**src/rtl/regfile_wb_arbiter.sv**
```systemverilog
// Write-back arbiter between the pipeline (A) and the mul/div unit (M), with a
// starvation override for M and a pending-write scoreboard for decode hazards.
module regfile_wb_arbiter #(
    parameter int STARVE_LIMIT = 4,
    parameter int XLEN         = 32
) (
    input  logic            clk,
    input  logic            rst_n,

    input  logic            a_valid,
    output logic            a_ready,
    input  logic [4:0]      a_rd,
    input  logic [XLEN-1:0] a_data,

    input  logic            m_valid,
    output logic            m_ready,
    input  logic [4:0]      m_rd,
    input  logic [XLEN-1:0] m_data,

    input  logic            iss_valid,
    output logic            iss_ready,
    input  logic [4:0]      iss_rd,

    input  logic [4:0]      rs1_q,
    input  logic [4:0]      rs2_q,
    output logic            rs1_busy,
    output logic            rs2_busy,

    output logic            we,
    output logic [4:0]      rd_addr,
    output logic [XLEN-1:0] rd_data,

    output logic            force_m
);

    typedef enum logic {
        ST_NORMAL,
        ST_FORCE
    } state_e;

    state_e            state_q, state_d;
    logic [2:0]        cnt_q, cnt_d;
    logic [31:0]       pending_q, pending_d;
    logic              we_q, we_d;
    logic [4:0]        rd_addr_q, rd_addr_d;
    logic [XLEN-1:0]   rd_data_q, rd_data_d;

    logic a_xfer, m_xfer, iss_xfer, m_wait;

    // NOTE: every signal driven here gets a default first, so no path through
    // the case can leave one unassigned and infer a latch.
    always_comb begin
        a_ready = 1'b1;
        m_ready = ~a_valid | (a_rd == 5'd0);
        force_m = 1'b0;
        if (state_q == ST_FORCE) begin
            a_ready = 1'b0;
            m_ready = 1'b1;
            force_m = 1'b1;
        end
    end

    assign a_xfer   = a_valid & a_ready;
    assign m_xfer   = m_valid & m_ready;
    assign m_wait   = m_valid & ~m_ready;
    assign iss_ready = ~pending_q[iss_rd] | (m_xfer & (m_rd == iss_rd));
    assign iss_xfer = iss_valid & iss_ready;

    assign rs1_busy = pending_q[rs1_q];
    assign rs2_busy = pending_q[rs2_q];

    always_comb begin
        state_d = state_q;
        cnt_d   = 3'd0;
        if (m_wait && cnt_q != 3'd7) begin
            cnt_d = cnt_q + 3'd1;
        end else if (m_wait) begin
            cnt_d = cnt_q;
        end
        case (state_q)
            ST_NORMAL: if (m_wait && cnt_q == 3'(STARVE_LIMIT - 1)) state_d = ST_FORCE;
            ST_FORCE:  if (m_xfer || !m_valid)                      state_d = ST_NORMAL;
            default:   state_d = ST_NORMAL;
        endcase
    end

    // M takes priority on the write port; A only shares a cycle with M when a_rd is x0.
    always_comb begin
        we_d      = 1'b0;
        rd_addr_d = rd_addr_q;
        rd_data_d = rd_data_q;
        if (m_xfer && m_rd != 5'd0) begin
            we_d      = 1'b1;
            rd_addr_d = m_rd;
            rd_data_d = m_data;
        end else if (a_xfer && a_rd != 5'd0) begin
            we_d      = 1'b1;
            rd_addr_d = a_rd;
            rd_data_d = a_data;
        end
    end

    // Clear before set so a same-cycle re-issue of the completing register stays pending.
    always_comb begin
        pending_d = pending_q;
        if (m_xfer)                       pending_d[m_rd]   = 1'b0;
        if (iss_xfer && iss_rd != 5'd0)   pending_d[iss_rd] = 1'b1;
        pending_d[0] = 1'b0;
    end

    // NOTE: state uses non-blocking assignments so every flop samples the
    // pre-edge values regardless of statement order.
    // NOTE: the scoreboard is a flop vector rather than a RAM, so it is reset
    // along with everything else and hazards clear immediately on reset.
    always_ff @(posedge clk or negedge rst_n) begin
        if (!rst_n) begin
            state_q   <= ST_NORMAL;
            cnt_q     <= 3'd0;
            pending_q <= '0;
            we_q      <= 1'b0;
            rd_addr_q <= 5'd0;
            rd_data_q <= '0;
        end else begin
            state_q   <= state_d;
            cnt_q     <= cnt_d;
            pending_q <= pending_d;
            we_q      <= we_d;
            rd_addr_q <= rd_addr_d;
            rd_data_q <= rd_data_d;
        end
    end

    assign we      = we_q;
    assign rd_addr = rd_addr_q;
    assign rd_data = rd_data_q;

endmodule

```
**config.mk**
```make
export PLATFORM = sky130hd
export DESIGN_NAME = regfile_wb_arbiter
export DESIGN_NICKNAME = d
export VERILOG_FILES = /design/src/rtl/regfile_wb_arbiter.sv
export SDC_FILE = /design/constraint.sdc
export NUM_CORES = 1
export LEC_CHECK = 0
export BUFFER_PORTS_ARGS = -buffer_cell sky130_fd_sc_hd__buf_4
export CAP_MARGIN = 20
export CORE_MARGIN = 5
export CORE_UTILIZATION = 45
export DETAILED_ROUTE_END_ITERATION = 16
export PLACE_DENSITY_LB_ADDON = 0.08
export SLEW_MARGIN = 20
export SYNTH_ARGS = -nofsm -noshare
export SYNTH_HDL_FRONTEND = slang
export SYNTH_SLANG_ARGS = --single-unit
```
**constraint.sdc**
```tcl
create_clock -name clk -period 1.6 [get_ports clk]
set_input_delay 0.08 -clock clk [delete_from_list [all_inputs] [get_ports clk]]
set_output_delay 0.08 -clock clk [all_outputs]
set_load 0.02 [all_outputs]
```
* Yosys cells after proc, flatten, opt, wreduce, memory -nomap -nowiden
Cells that the tools add are included.
Word-level totals: flip-flop bits (word level) 73, input bits 94, output and inout bits 44, word-level logic and storage cells 71
Operators by class: add/sub/neg operators 1, magnitude comparators 6, eq/ne operators 4, multiplexer cells 26, bitwise logic cells 14, reductions and logical operators 14
Operators with widths (number):
- two-way mux 32 bit | 4
- bitwise AND 32 bit | 1
- inverter 32 bit | 1
- OR 32 bit | 1
- < comparator 5 x 6 -> 1 bit, second input constant | 4
- binary-select mux 1 bit (select 5 bit) | 3
- nonzero test 5 bit | 3
- two-way mux 1 bit | 12
- demux 1 bit (select 5 bit) | 2
- greater-or-equal comparator 5 x 1 -> 1 bit, second input constant | 2
- two-way mux 5 bit | 2
- logical AND 1 bit | 7
- two-way mux 3 bit | 2
- bitwise AND 1 bit | 5
- == test 5 bit | 1
- logical NOT 5 bit | 1
- inverter 1 bit | 4
- adder 3 x 1 -> 3 bit, second input constant | 1
- == test 3 x 2 -> 1 bit, second input constant | 1
- inequality test 3 bit, second input constant | 1
- inequality test 2 x 1 -> 1 bit, second input constant | 1
- OR 1 bit | 2
- one-hot mux 1 bit (2 select lines) | 1
- nonzero test 2 bit | 1
- 2 further kinds | 2

* Depth between registers and ports, before layout
depth in word-level cells 9, mapped depth 9, mapped depth without buffers 7

* Least setup slack after synthesis
Ideal clock, no wire load.
path kind register to register, start reg state_q, end reg rd_data_q[0], in the netlist rd_data[0], setup time 0.065 ns, arrival time 1.756 ns, required time 1.535 ns, path slack -0.221 ns, cell stages (with the launch flop) 10, path buffers 2, period minus slack after synthesis 1.821 ns, path through dfrtp_1 nor2b_1 o21a_1 inv_2 o311a_1 buf_2 nor2_4 buf_2 nand2_1 nand2_1
On the way: cells in the longest elaborated chain, start to end 4, elaborated cells between the ends (all ways) 8
RTL lines:
- start: declaration | line 41 | state_e state_q, state_d;
- start signal: assignment | line 124 | state_q <= state_d;
- two-way mux 1 bit * | line 56 | if (state_q == ST_FORCE) begin
- via m_ready | line 16 | output logic m_ready,
- bitwise AND 1 bit * | line 64 | assign m_xfer = m_valid & m_ready;
- logical AND 1 bit * | line 92 | if (m_xfer && m_rd != 5'd0) begin
- two-way mux 32 bit or nonzero test 2 bit (tied branches)
- end signal: assignment | line 129 | rd_data_q <= rd_data_d;
- end: declaration | line 46 | logic [XLEN-1:0] rd_data_q, rd_data_d;
The timed path passes the listed nets; every way through them passes the cells marked *. A chain may end at the register's enable or synchronous reset.

* Worst setup path in the final report
start reg pending_q[10], end out rs2_busy
On the way: cells in the longest elaborated chain, start to end 2
RTL lines:
- start: declaration | line 43 | logic [31:0] pending_q, pending_d;
- start signal: assignment | line 126 | pending_q <= pending_d;
- binary-select mux 1 bit (select 5 bit) | line 70 | assign rs2_busy = pending_q[rs2_q];
- two-way mux 1 bit (implied by the code) | line 70
- end: declaration | line 27 | output logic rs2_busy,
No other way between the ends. The select of a mux whose other input is x is not followed.

==> out/results.txt <==
status -> complete, but fails checks
failing checks -> setup timing
routability-driven placement congestion ratio -> 0.892
# IOs -> 138
core area -> 9150 um^2
final-stage net count -> 767
synthesized flop and latch total -> 73
Comb power frac -> 35.7%
root buffer cell -> clkbuf_8
most common cell in the netlist -> nand2_1
clk slew on worst S/H paths -> 0.08 ns
Syn Area/Cell -> 10.2 um^2
Max VDD drop -> 0.552 mV
initial DRC count -> 196
final setup violation count -> 35
synth top area cells -> dfrtp_1, mux4_2, nand2_1, a22oi_1, o21ai_1
GRT Total Usage -> 26.6%
First-pass DRT Iterations -> 4
final HPWL from detailed placement -> 9980 um
PD cells -> 884 nW/um^2
Fin Setup TNS -> -13.63 ns
Overflow after GRT -> 0
Pins Over Slew Limit -> 0
hold path depth -> 3
Crit path arrival time -> 2.12 ns
register area share after synthesis -> 43.8%
HP Class -> in2reg
Sequential Power Share -> 38.3%
ant diodes -> 0
max incr delay on CP -> 0.48 ns
Clock power frac -> 26.0%
headroom to the max-slew limit -> 62.6%
# port buffers -> 137
DR WL/cell -> 20.4 um
effective utilization at floorplan -> 45.6%
startpoint types -> flip-flop
cell area after synthesis -> 4170 um^2
DRC viols -> 0
Util after Layout -> 76.8%
vias -> 4452
cell family with most CP delay -> multiplexers
Vias/cell -> 5.66
Stages on worst setup path -> 4
Worst-Skew Late Latency -> 0.35 ns
die height -> 106 um
Final WS setup -> -0.598 ns
min cycle time layout -> 2.20 ns
CTS buffer count -> 9
die area -> 11300 um^2
Crit-path slowest cell -> mux4_2
sw power -> 0.00194 W
FP Rows -> 35
R2R cell count -> 10
Synth top cells by count -> nand2_1, dfrtp_1, o21ai_1, a22oi_1, o21ai_0
leakage -> 3.25 nW
number of flops mapped to enable cells by yosys -> 0
first-pass GRT wire length -> 23600 um
clock tree sinks -> 73
Layout area overhead -> 68.6%
H-tree depth -> 3
initial antenna violation count -> 0
clock tree from TritonCTS -> done
critical path type -> reg2out
Crit path top cell by count -> mux4_2
Slew @ Worst Pin -> 0.557 ns
fmax -> 0.455 GHz
Finished Layout Cells -> 786
asr flop ratio synth -> 100%
Post-Syn Instances -> 407
Clock Tree Buf Depth -> 2
period utilization -> 137%
antenna viol nets, final -> 0
Netlist cell types -> 49
switching part of the total -> 31.2%
pin count of the biggest net entering global routing -> 44
dpl cells -> 692
RSZ-0062 raised after global routing -> true
WP data required -> 1.52 ns
Net Count, Synth -> 504
Final Hold Fails -> 0
clk_skew -> 0.00805 ns
vias in the first global route -> 4557
P_int -> 0.00428 W
worst-path cell chain -> mux4_2 -> mux4_2 -> mux2_4 -> buf_6
Warnings, synthesis -> 0
crit end category -> output pin
DIE WIDTH -> 106 um
post-synth top area share -> 43.8%
CP Max Fanout -> 4
ys flop type -> dfrtp_1
max-cap viol count -> 0
total wire length -> 16100 um
post-synth top area cell -> dfrtp_1
layout cells sized above 1 -> 45.2%
CP bufs+invs -> 1
worst paths after layout:
| check | from | end | slack (ns) |
|---|---|---|---|
| setup / recovery | pending_q[10]$_DFF_PN0_ | rs2_busy | -0.60 |
| hold / removal | m_rd[0] | rd_addr[0]$_DFFE_PN0P_ | 0.03 |
| setup reg to reg | pending_q[19]$_DFF_PN0_ | pending_q[28]$_DFF_PN0_ | -0.43 |
| hold reg to reg | rd_data[6]$_DFFE_PN0P_ | rd_data[6]$_DFFE_PN0P_ | 0.47 |
| max in group asynchronous | rst_n | rd_data[3]$_DFFE_PN0P_ | 0.80 |
| min in group asynchronous | rst_n | pending_q[18]$_DFF_PN0_ | 0.21 |
area by class of cell:
cell class                 count  area [um^2]
clock inverter                 5         78.8
timing repair buffer         279         2470
inverter                       4         15.0
tap                          111          139
fill                         562         2120
sequential                    73         1830
clock buffer                  11          141
multi-input combinational    303         2360
per-stage QoR:
| stage | power (W) | hold slack [ns] | setup slack [ns] | cell area, um^2 |
|---|---|---|---|---|
| 2_1_floorplan | 0.00334 | -0.216 | -0.154 | 4240 |
| 3_3_place_gp | 0.00422 | 0.0512 | -0.309 | 5810 |
| 3_5_place_dp | 0.00426 | 0.0545 | -0.306 | 5810 |
| 4_1_cts | 0.00608 | 0.0130 | -0.611 | 6840 |
| 5_1_grt | 0.00651 | 0.0183 | -0.665 | 7030 |
| 6_report | 0.00622 | 0.0270 | -0.598 | 7030 |
metal layers:
metal | share of wire (%) | up-vias | GRT usage (%)
li1 | - | 2020 | -
met3 | 9.5 | 35 | 7.53
met5 | 0 | - | 0
met4 | 2.7 | 0 | 11.4
met2 | 50 | 225 | 43.6
met1 | 38 | 2172 | 33.0
logic make-up after synthesis:
kind of cell | count (synthesis) | share of synthesized area, %
AO/OA/AOI/OAI | 118 | 18.1
XOR/XNOR | 6 | 1.26
adder cells (fa/ha/maj) | 3 | 0.900
AND/OR/NAND/NOR | 138 | 17.6
flip-flops | 73 | 43.8
buffers and inverters | 31 | 3.63
multiplexers | 38 | 14.6
power by group through the flow:
stage | combinational, W | clock (W) | sequential (W)
floorplan | 0.000859 | 0 | 0.00248
global placement | 0.00184 | 0 | 0.00238
detailed placement | 0.00186 | 0 | 0.00240
CTS | 0.00209 | 0.00163 | 0.00237
global route | 0.00237 | 0.00172 | 0.00241
finish | 0.00222 | 0.00162 | 0.00238
worst register-to-register path: cells and delay by family, from the launching register on:
kind | cells | cell delay, ns
AOI/OAI and AO/OA | 4 | 0.39
buffers and inverters | 4 | 0.59
DFF | 1 | 0.39
muxes | 1 | 0.18
and+or+nand+nor | 1 | 0.40
cells in the final DEF (no fill, tap or decap), types with 3 or more instances in the layout:
cell,synthesis,layout
a21oi_4,0,4
a22oi_1,35,28
a22oi_2,0,7
buf_12,0,9
buf_4,3,188
buf_6,1,9
clkbuf_16,0,3
clkbuf_8,0,10
dfrtp_1,73,72
dlygate4sd3_1,0,68
ha_1,3,3
mux2i_1,16,15
mux4_2,18,18
nand2_1,79,76
nand2_2,0,3
nand3_1,3,3
nand3b_1,7,7
nor2_1,15,15
nor3_1,4,3
nor3_2,3,4
o21ai_0,23,10
o21ai_1,43,44
o21ai_2,0,12
o22ai_1,4,4
or3b_2,4,4
xor2_1,6,6
registers in the layout, summed over array words and instances (netlist names):
signal,count
rd_addr,5
pending_q,31
state_q,1
cnt_q,3
we,1
rd_data,32
repair_timing:
| action | 4_1_cts | 5_1_grt |
|---|---|---|
| pin swaps | 3 | 2 |
| resized for setup | 31 | 13 |
| hold buffers | 68 | 0 |
| cloned | 0 | 4 |
| setup buffers | 4 | 5 |
| setup endpoints to repair | 56 | 68 |
| endpoints found under the hold margin | 65 | 0 |
No activity file was read; power rests on OpenSTA's default activity.
